==> config.mk <==
export PLATFORM = sky130hd
export DESIGN_NAME = ahb_manager_ui_arbiter
export DESIGN_NICKNAME = d
export VERILOG_FILES = /design/src/rtl/ahb_manager_ui_arbiter_pkg.sv /design/src/rtl/ahb_manager_ui_arbiter_tag_fifo.sv /design/src/rtl/ahb_manager_ui_arbiter.sv
export SDC_FILE = /design/constraint.sdc
export NUM_CORES = 1
export LEC_CHECK = 0
export BUFFER_PORTS_ARGS = -buffer_cell sky130_fd_sc_hd__clkbuf_2
export CAP_MARGIN = 20
export CORE_AREA = 2 2 254 256
export DETAILED_ROUTE_END_ITERATION = 8
export DIE_AREA = 0 0 256 258
export GPL_TIMING_DRIVEN = 0
export PLACE_DENSITY = 0.53
export SKIP_CTS_REPAIR_TIMING = 1
export SYNTH_ARGS = -nofsm -noshare
export SYNTH_HDL_FRONTEND = slang
export SYNTH_SLANG_ARGS = --single-unit
==> constraint.sdc <==
create_clock -name i_hclk -period 6.5 [get_ports i_hclk]
set_clock_uncertainty 0.05 [all_clocks]
set_input_delay 0.975 -clock i_hclk [delete_from_list [all_inputs] [get_ports i_hclk]]
set_output_delay 0.975 -clock i_hclk [all_outputs]
set_load 0.02 [all_outputs]
==> src/rtl/ahb_manager_ui_arbiter_pkg.sv <==
// Shared types for the ahb_manager user-interface arbiter.
//   t_hsize     : AHB transfer size as carried on the manager command interface
//   t_arb_state : arbiter FSM state (idle / driving a granted burst)
//   t_rsp_tag   : read tag queued per outstanding read burst {owner, beat count}
// The tag fields are sized for the largest supported configuration
// (16 requesters, 32-bit beat counts); narrower values are zero-extended.
package ahb_manager_ui_arbiter_pkg;

  localparam int HSIZE_WDT   = 3;
  localparam int OWNER_WDT   = 4;
  localparam int TAG_LEN_WDT = 32;

  typedef logic [HSIZE_WDT-1:0] t_hsize;

  typedef enum logic {
    S_IDLE  = 1'b0,
    S_BURST = 1'b1
  } t_arb_state;

  typedef struct packed {
    logic [OWNER_WDT-1:0]   owner;
    logic [TAG_LEN_WDT-1:0] remaining;
  } t_rsp_tag;

endpackage

==> src/rtl/ahb_manager_ui_arbiter_tag_fifo.sv <==
// ahb_manager_tag_fifo: small synchronous FIFO of read tags.
//   clk, rst_n : clock, asynchronous active-low reset (resets to empty)
//   push, din  : enqueue a tag (ignored when full unless a pop happens too)
//   pop        : dequeue the head (ignored when empty)
//   dout       : current head, valid while empty=0
//   full, empty: occupancy flags
// DEPTH must be a power of two so the pointers wrap naturally.
module ahb_manager_tag_fifo
  import ahb_manager_ui_arbiter_pkg::*;
#(
  parameter int DEPTH = 4
) (
  input  logic     clk,
  input  logic     rst_n,
  input  logic     push,
  input  t_rsp_tag din,
  input  logic     pop,
  output t_rsp_tag dout,
  output logic     full,
  output logic     empty
);

  localparam int AW = (DEPTH > 1) ? $clog2(DEPTH) : 1;

  t_rsp_tag       mem [DEPTH];
  logic [AW-1:0]  wr_ptr;
  logic [AW-1:0]  rd_ptr;
  logic [AW:0]    count;
  logic           do_push;
  logic           do_pop;

  assign empty   = (count == '0);
  assign full    = (count == (AW+1)'(DEPTH));
  assign do_pop  = pop && !empty;
  // A push into a full FIFO is accepted when the head leaves in the same cycle.
  assign do_push = push && (!full || do_pop);
  assign dout    = mem[rd_ptr];

  always_ff @(posedge clk) begin
    if (do_push) mem[wr_ptr] <= din;
  end

  always_ff @(posedge clk or negedge rst_n) begin
    if (!rst_n) begin
      wr_ptr <= '0;
      rd_ptr <= '0;
      count  <= '0;
    end else begin
      if (do_push) wr_ptr <= wr_ptr + AW'(1);
      if (do_pop)  rd_ptr <= rd_ptr + AW'(1);
      case ({do_push, do_pop})
        2'b10:   count <= count + (AW+1)'(1);
        2'b01:   count <= count - (AW+1)'(1);
        default: count <= count;
      endcase
    end
  end

endmodule

==> src/rtl/ahb_manager_ui_arbiter.sv <==
// ahb_manager_ui_arbiter: shares one ahb_manager_top command interface
// between NREQ requesters. One whole burst is granted at a time and its beats
// are driven through the command interface, honouring i_ui_stall. Read data,
// which returns in order, is steered back to its owner through a tag FIFO.
//
// Ports
//   i_hclk, i_hreset_n          clock, asynchronous active-low reset
//   i_req/_addr/_size/_wr/_len  per-requester burst request (held until ack)
//   o_req_ack                   one-hot grant pulse
//   i_req_wdata, i_req_wdav     per-requester current write beat
//   o_req_wnext                 one-hot pulse: write beat consumed
//   o_rsp_data/_addr/_dav       registered read response, dav one-hot by owner
//   o_ui_*                      manager command interface
//   i_ui_stall/_data/_addr/_dav manager stall and read data
//   o_dbg_state                 arbiter FSM state for observation
//
// Handshakes: a request is a level on i_req[n] with its fields stable until
// the single-cycle o_req_ack[n]. A write beat is offered by i_req_wdav[n]
// and taken in the cycle o_req_wnext[n] is high (stall low and wdav high).
//
// Build option: define AHB_UI_ARB_STRICT_PRIO_EN for strict priority
// (lowest eligible index wins); default is round-robin.
module ahb_manager_ui_arbiter
  import ahb_manager_ui_arbiter_pkg::*;
#(
  parameter int NREQ      = 4,
  parameter int DATA_WDT  = 32,
  parameter int BEAT_WDT  = 32,
  parameter int RSP_DEPTH = 4
) (
  input  logic                      i_hclk,
  input  logic                      i_hreset_n,
  input  logic [NREQ-1:0]           i_req,
  input  logic [NREQ*32-1:0]        i_req_addr,
  input  logic [NREQ*HSIZE_WDT-1:0] i_req_size,
  input  logic [NREQ-1:0]           i_req_wr,
  input  logic [NREQ*BEAT_WDT-1:0]  i_req_len,
  output logic [NREQ-1:0]           o_req_ack,
  input  logic [NREQ*DATA_WDT-1:0]  i_req_wdata,
  input  logic [NREQ-1:0]           i_req_wdav,
  output logic [NREQ-1:0]           o_req_wnext,
  output logic [DATA_WDT-1:0]       o_rsp_data,
  output logic [31:0]               o_rsp_addr,
  output logic [NREQ-1:0]           o_rsp_dav,
  output logic                      o_ui_idle,
  output logic                      o_ui_first_xfer,
  output logic                      o_ui_wr,
  output logic                      o_ui_rd,
  output logic                      o_ui_wr_data_dav,
  output logic [31:0]               o_ui_addr,
  output t_hsize                    o_ui_size,
  output logic [BEAT_WDT-1:0]       o_ui_min_len,
  output logic [DATA_WDT-1:0]       o_ui_wr_data,
  input  logic                      i_ui_stall,
  input  logic [DATA_WDT-1:0]       i_ui_data,
  input  logic [31:0]               i_ui_addr,
  input  logic                      i_ui_dav,
  output t_arb_state                o_dbg_state
);

  localparam int OWN_W = $clog2(NREQ);

  // Per-requester views of the flattened request buses
  logic [31:0]          req_addr_a  [NREQ];
  t_hsize               req_size_a  [NREQ];
  logic [BEAT_WDT-1:0]  req_len_a   [NREQ];
  logic [DATA_WDT-1:0]  req_wdata_a [NREQ];

  for (genvar g = 0; g < NREQ; g++) begin : g_unpack
    assign req_addr_a[g]  = i_req_addr[g*32 +: 32];
    assign req_size_a[g]  = i_req_size[g*HSIZE_WDT +: HSIZE_WDT];
    assign req_len_a[g]   = i_req_len[g*BEAT_WDT +: BEAT_WDT];
    assign req_wdata_a[g] = i_req_wdata[g*DATA_WDT +: DATA_WDT];
  end

  t_arb_state          state;
  logic [OWN_W-1:0]    owner_q;
  logic [31:0]         addr_q;
  t_hsize              size_q;
  logic                wr_q;
  logic [BEAT_WDT-1:0] len_q;
  logic [BEAT_WDT-1:0] remain_q;
  logic                first_q;

  logic                tag_push;
  logic                tag_pop;
  logic                tag_full;
  logic                tag_empty;
  t_rsp_tag            tag_din;
  t_rsp_tag            tag_head;

  // ---------------------------------------------------------------------------
  // Request selection
  // ---------------------------------------------------------------------------
  logic [NREQ-1:0]  elig;
  logic [OWN_W-1:0] pick;
  logic             found;
  logic             grant;

  // A read cannot be granted without a free tag slot; writes are never held.
  assign elig = i_req & (i_req_wr | {NREQ{!tag_full}});

`ifdef AHB_UI_ARB_STRICT_PRIO_EN
  always_comb begin
    pick  = '0;
    found = 1'b0;
    for (int i = NREQ - 1; i >= 0; i--) begin
      if (elig[i]) begin
        pick  = OWN_W'(i);
        found = 1'b1;
      end
    end
  end
`else
  logic [OWN_W-1:0] rr_ptr;

  // Search starts just after the last winner so every requester is reached
  // within NREQ grants.
  always_comb begin
    int j;
    j     = 0;
    pick  = '0;
    found = 1'b0;
    for (int i = 1; i <= NREQ; i++) begin
      j = int'(rr_ptr) + i;
      if (j >= NREQ) j = j - NREQ;
      if (!found && elig[j]) begin
        pick  = OWN_W'(j);
        found = 1'b1;
      end
    end
  end

  always_ff @(posedge i_hclk or negedge i_hreset_n) begin
    if (!i_hreset_n)  rr_ptr <= OWN_W'(NREQ - 1);
    else if (grant)   rr_ptr <= pick;
  end
`endif

  assign grant     = (state == S_IDLE) && found;
  assign o_req_ack = grant ? (NREQ'(1) << pick) : '0;

  // Zero-length bursts are acknowledged but never reach the bus, so they
  // leave no tag behind.
  assign tag_push        = grant && !i_req_wr[pick] && (req_len_a[pick] != '0);
  assign tag_din.owner   = OWNER_WDT'(pick);
  assign tag_din.remaining = TAG_LEN_WDT'(req_len_a[pick]);

  // ---------------------------------------------------------------------------
  // Burst sequencer
  // ---------------------------------------------------------------------------
  logic burst;
  logic beat_ok;
  logic beat_acc;

  assign burst    = (state == S_BURST);
  assign beat_ok  = wr_q ? i_req_wdav[owner_q] : 1'b1;
  assign beat_acc = burst && !i_ui_stall && beat_ok;

  always_ff @(posedge i_hclk or negedge i_hreset_n) begin
    if (!i_hreset_n) begin
      state    <= S_IDLE;
      owner_q  <= '0;
      addr_q   <= '0;
      size_q   <= '0;
      wr_q     <= 1'b0;
      len_q    <= '0;
      remain_q <= '0;
      first_q  <= 1'b0;
    end else begin
      case (state)
        S_IDLE: begin
          if (grant) begin
            owner_q  <= pick;
            addr_q   <= req_addr_a[pick];
            size_q   <= req_size_a[pick];
            wr_q     <= i_req_wr[pick];
            len_q    <= req_len_a[pick];
            remain_q <= req_len_a[pick];
            first_q  <= 1'b1;
            if (req_len_a[pick] != '0) state <= S_BURST;
          end
        end
        S_BURST: begin
          if (beat_acc) begin
            remain_q <= remain_q - BEAT_WDT'(1);
            first_q  <= 1'b0;
            if (remain_q == BEAT_WDT'(1)) state <= S_IDLE;
          end
        end
        default: state <= S_IDLE;
      endcase
    end
  end

  assign o_ui_idle        = !burst;
  assign o_ui_first_xfer  = burst && first_q;
  assign o_ui_wr          = burst && wr_q;
  assign o_ui_rd          = burst && !wr_q;
  assign o_ui_addr        = addr_q;
  assign o_ui_size        = size_q;
  assign o_ui_min_len     = len_q;
  assign o_ui_wr_data     = (burst && wr_q) ? req_wdata_a[owner_q] : '0;
  assign o_ui_wr_data_dav = burst && wr_q && i_req_wdav[owner_q];
  assign o_req_wnext      = (beat_acc && wr_q) ? (NREQ'(1) << owner_q) : '0;
  assign o_dbg_state      = state;

  // ---------------------------------------------------------------------------
  // Read response steering
  // ---------------------------------------------------------------------------
  logic                   rsp_take;
  logic [TAG_LEN_WDT-1:0] rsp_beat;

  // Beats delivered for the head tag are counted here instead of rewriting
  // the head entry; the tag leaves when the count reaches its length.
  assign rsp_take = i_ui_dav && !tag_empty;
  assign tag_pop  = rsp_take && (rsp_beat == tag_head.remaining - TAG_LEN_WDT'(1));

  always_ff @(posedge i_hclk or negedge i_hreset_n) begin
    if (!i_hreset_n) begin
      o_rsp_dav  <= '0;
      o_rsp_data <= '0;
      o_rsp_addr <= '0;
      rsp_beat   <= '0;
    end else begin
      o_rsp_dav <= rsp_take ? (NREQ'(1) << tag_head.owner) : '0;
      if (rsp_take) begin
        o_rsp_data <= i_ui_data;
        o_rsp_addr <= i_ui_addr;
        rsp_beat   <= tag_pop ? '0 : rsp_beat + TAG_LEN_WDT'(1);
      end
    end
  end

  ahb_manager_tag_fifo #(
    .DEPTH (RSP_DEPTH)
  ) u_tag_fifo (
    .clk   (i_hclk),
    .rst_n (i_hreset_n),
    .push  (tag_push),
    .din   (tag_din),
    .pop   (tag_pop),
    .dout  (tag_head),
    .full  (tag_full),
    .empty (tag_empty)
  );

endmodule

==> impl_metrics.json <==
{
  "die_w_um": 256,
  "power_mw": 6.73,
  "synth-seq-cells": 349,
  "syn_area_sq_um": 18800,
  "path_max_fanout": 13,
  "intPower_mw": 4.48,
  "criticalPathCategory": "reg -> out",
  "area_growth_pct": 32.1,
  "htree_levels": 2,
  "ir_drop_uv": 156,
  "vias": 17900,
  "drive_gt1_share_pct": 32.0,
  "portBuffers": 656,
  "start_util_pct": 29.5,
  "critPathCaptureType": "output port",
  "pre_cts_slack_ps": -786,
  "dr.pass1.iters": 5,
  "setup_slack_ps": 171,
  "synth-seq-area-share_pct": 50.1,
  "grt_max_degree": 108,
  "status": "finished, final reports clean",
  "grt_usage_pct": 25.3,
  "tightestPinTransition_ps": 1210,
  "cts.path.max_buffers": 3,
  "rows": 93,
  "avgViaCountPerCell": 5.08,
  "cap_violations": 0,
  "p_comb_share_pct": 25.5,
  "dp_hpwl_um": 70900,
  "clock.fmax_mhz": 158,
  "die-area_sq_um": 66000,
  "slew_violations": 0,
  "cts_buffers": 40,
  "insertion_delay_ps": 580,
  "dominantRegCellSynth": "dfrtp_1",
  "antenna_found_initial": 12,
  "swShare_pct": 33.5,
  "synth-edff-count": 136,
  "drt_iter0_markers": 1233,
  "fin_area_sq_um": 24800,
  "root_buffer": "clkbuf_16",
  "setup_tns_ps": 0,
  "netlist_top_cells_area": "dfrtp_1, edfxtp_1, nand2_1",
  "postRouteAntennaNets": 0,
  "grt_pass1_wl_um": 123000,
  "core_area_sq_um": 63600,
  "synth.top_cell.area_share_pct": 28.1,
  "seqPwrFrac_pct": 39.9,
  "switching_power_mw": 2.26,
  "rsz0062_at_grt": "false",
  "min-delay-path-class": "in -> async",
  "ys_warn_count": 0,
  "p_leak_nw": 11.4,
  "p_per_area_nw_per_um2": 271,
  "gp_congestion": 1.02,
  "ys_types": 75,
  "overflow": 0,
  "synth_commonest_cells": "nand2_1, dfrtp_1, edfxtp_1",
  "synth_area_leader_cell": "dfrtp_1",
  "hold_viol": 0,
  "cp_data_arrival_time_ps": 5300,
  "post-route-drc-count": 0,
  "setup_viol": 0,
  "num-fill-cells": 6575,
  "placed_cell_area_sq_um": 23400,
  "yosys.cell_count.top_type": "nand2_1",
  "clk_pin_slew_ps": 60,
  "die-height_um": 258,
  "ys_async_sr_fraction_pct": 61.0,
  "clkPwrFrac_pct": 34.6,
  "period_needed_ps": 6330,
  "synth_area_per_cell_sq_um": 9.77,
  "relSlewSlack_pct": 18.4,
  "instances_no_fill": 3534,
  "io_pins": 657,
  "required_ps": 5470,
  "dp.cells": 3453,
  "start_kind": "flip-flop",
  "grt_pass1_vias": 18200,
  "wl_per_cell_um": 24.2,
  "syn_inst": 1925,
  "syn_nets": 2411,
  "final_nets": 3125,
  "cts.sink_count": 349,
  "min_period_over_period_pct": 97.4,
  "cts_tree": "done",
  "wl_um": 85700
}
## layout by cell type, fill, tap and decap left out, drive strengths merged, types with 4 or more instances in the layout
master,count
clkbuf,779
nand2,552
dfrtp,211
edfxtp,136
nor2,132
o21ai,118
nand3,68
mux4,67
and2,55
xnor2,54
buf,48
inv,36
nor3,35
nor4,35
xor2,34
mux2i,33
a21o,24
a211oi,23
a31oi,19
nor2b,19
clkinv,18
nand4,16
a21oi,15
and3,15
or3,13
or4,11
ha,9
nor4b,9
diode,8
nand2b,8
a221oi,7
nand4b,5
bufinv,5
or2,5
nor3b,4
clkinvlp,4
## power groups by stage
stage                     clock network, mW  registers [mW]  logic (mW)
after floorplan                           0            2.85       0.725
after global placement                    0            2.72        1.66
after detailed placement                  0            2.72        1.71
after CTS                              2.39            2.68        1.72
after global routing                   2.48            2.71        1.85
final                                  2.33            2.68        1.72
## cells by family after synthesis
family          after synthesis  share of synthesized area (%)
simple gates                994                           24.2
flops                       349                           50.1
compound gates              240                           7.93
buf+inv                     144                           3.09
mux                         100                           9.88
xor+xnor                     88                           4.10
fa+ha+maj                    10                          0.705
## flip-flops by register name, indices dropped and copies added (netlist names)
name               cells
u_tag_fifo.rd_ptr      2
u_tag_fifo.count       3
u_tag_fifo.wr_ptr      2
u_tag_fifo.mem       136
o_rsp_dav              4
o_ui_addr             32
o_ui_size              3
o_dbg_state            1
first_q                1
o_rsp_addr            32
o_ui_min_len          32
wr_q                   1
rsp_beat              32
owner_q                2
o_rsp_data            32
rr_ptr                 2
remain_q              32
## metrics by stage
stage	hold WS [ps]	util, %
2_1_floorplan	389	-
6_report	236	39.0
3_3_place_gp	406	36.4
5_1_grt	216	39.0
3_5_place_dp	412	36.8
4_1_cts	205	38.9
## worst paths after layout
check,from,end,slack [ps],cells past startpoint
max,u_tag_fifo.count[1]$_DFFE_PN0P_,o_req_ack[0],170,14
min,i_hreset_n,rsp_beat[28]$_DFFE_PN0P_,240,1
max reg2reg,u_tag_fifo.rd_ptr[1]$_DFFE_PN0P_,u_tag_fifo.count[2]$_DFFE_PN0P_,520,18
min reg2reg,o_rsp_addr[31]$_DFFE_PN0P_,o_rsp_addr[31]$_DFFE_PN0P_,420,2
max in group asynchronous,i_hreset_n,o_ui_addr[29]$_DFFE_PN0P_,5360,2
min in group i_hclk,o_rsp_addr[31]$_DFFE_PN0P_,o_rsp_addr[31]$_DFFE_PN0P_,420,2
## cell type report
class                      instances  area (sq um)  area share (%)
multi-input combinational       1432          8860            35.6
tap                              855          1070            4.31
clock inverter                    27           308            1.24
clock buffer                      47          1050            4.22
inverter                          36           140           0.564
buffer                           107           448            1.80
timing repair buffer             673          3540            14.2
sequential                       349          9420            37.9
antenna                            8          20.0          0.0806
## per-layer routing
layer  global-route usage (%)  wire (um)  vias up  part of all wire (%)
met2                     42.3      41600      719                    49
met4                     12.2       4290        4                   5.0
met1                     31.0      34300     8858                    40
li1                         -          -     8206                     -
met3                     5.52       5400      161                   6.3
met5                        0         27        -                 0.032
## worst max-delay path, cell delays in order, from the launching register on
cell and delay (ps):
dfrtp_1 350, clkbuf_1 240, or4b_2 760, a2111oi_0 450, a311oi_1 100, and2_1 170, clkbuf_1 230, buf_8 230
clkinvlp_4 230, clkbuf_2 360, clkbuf_2 410, buf_2 370, clkbuf_2 420, nor3_2 160, clkbuf_2 220
Power figures use the tool's default switching activity.
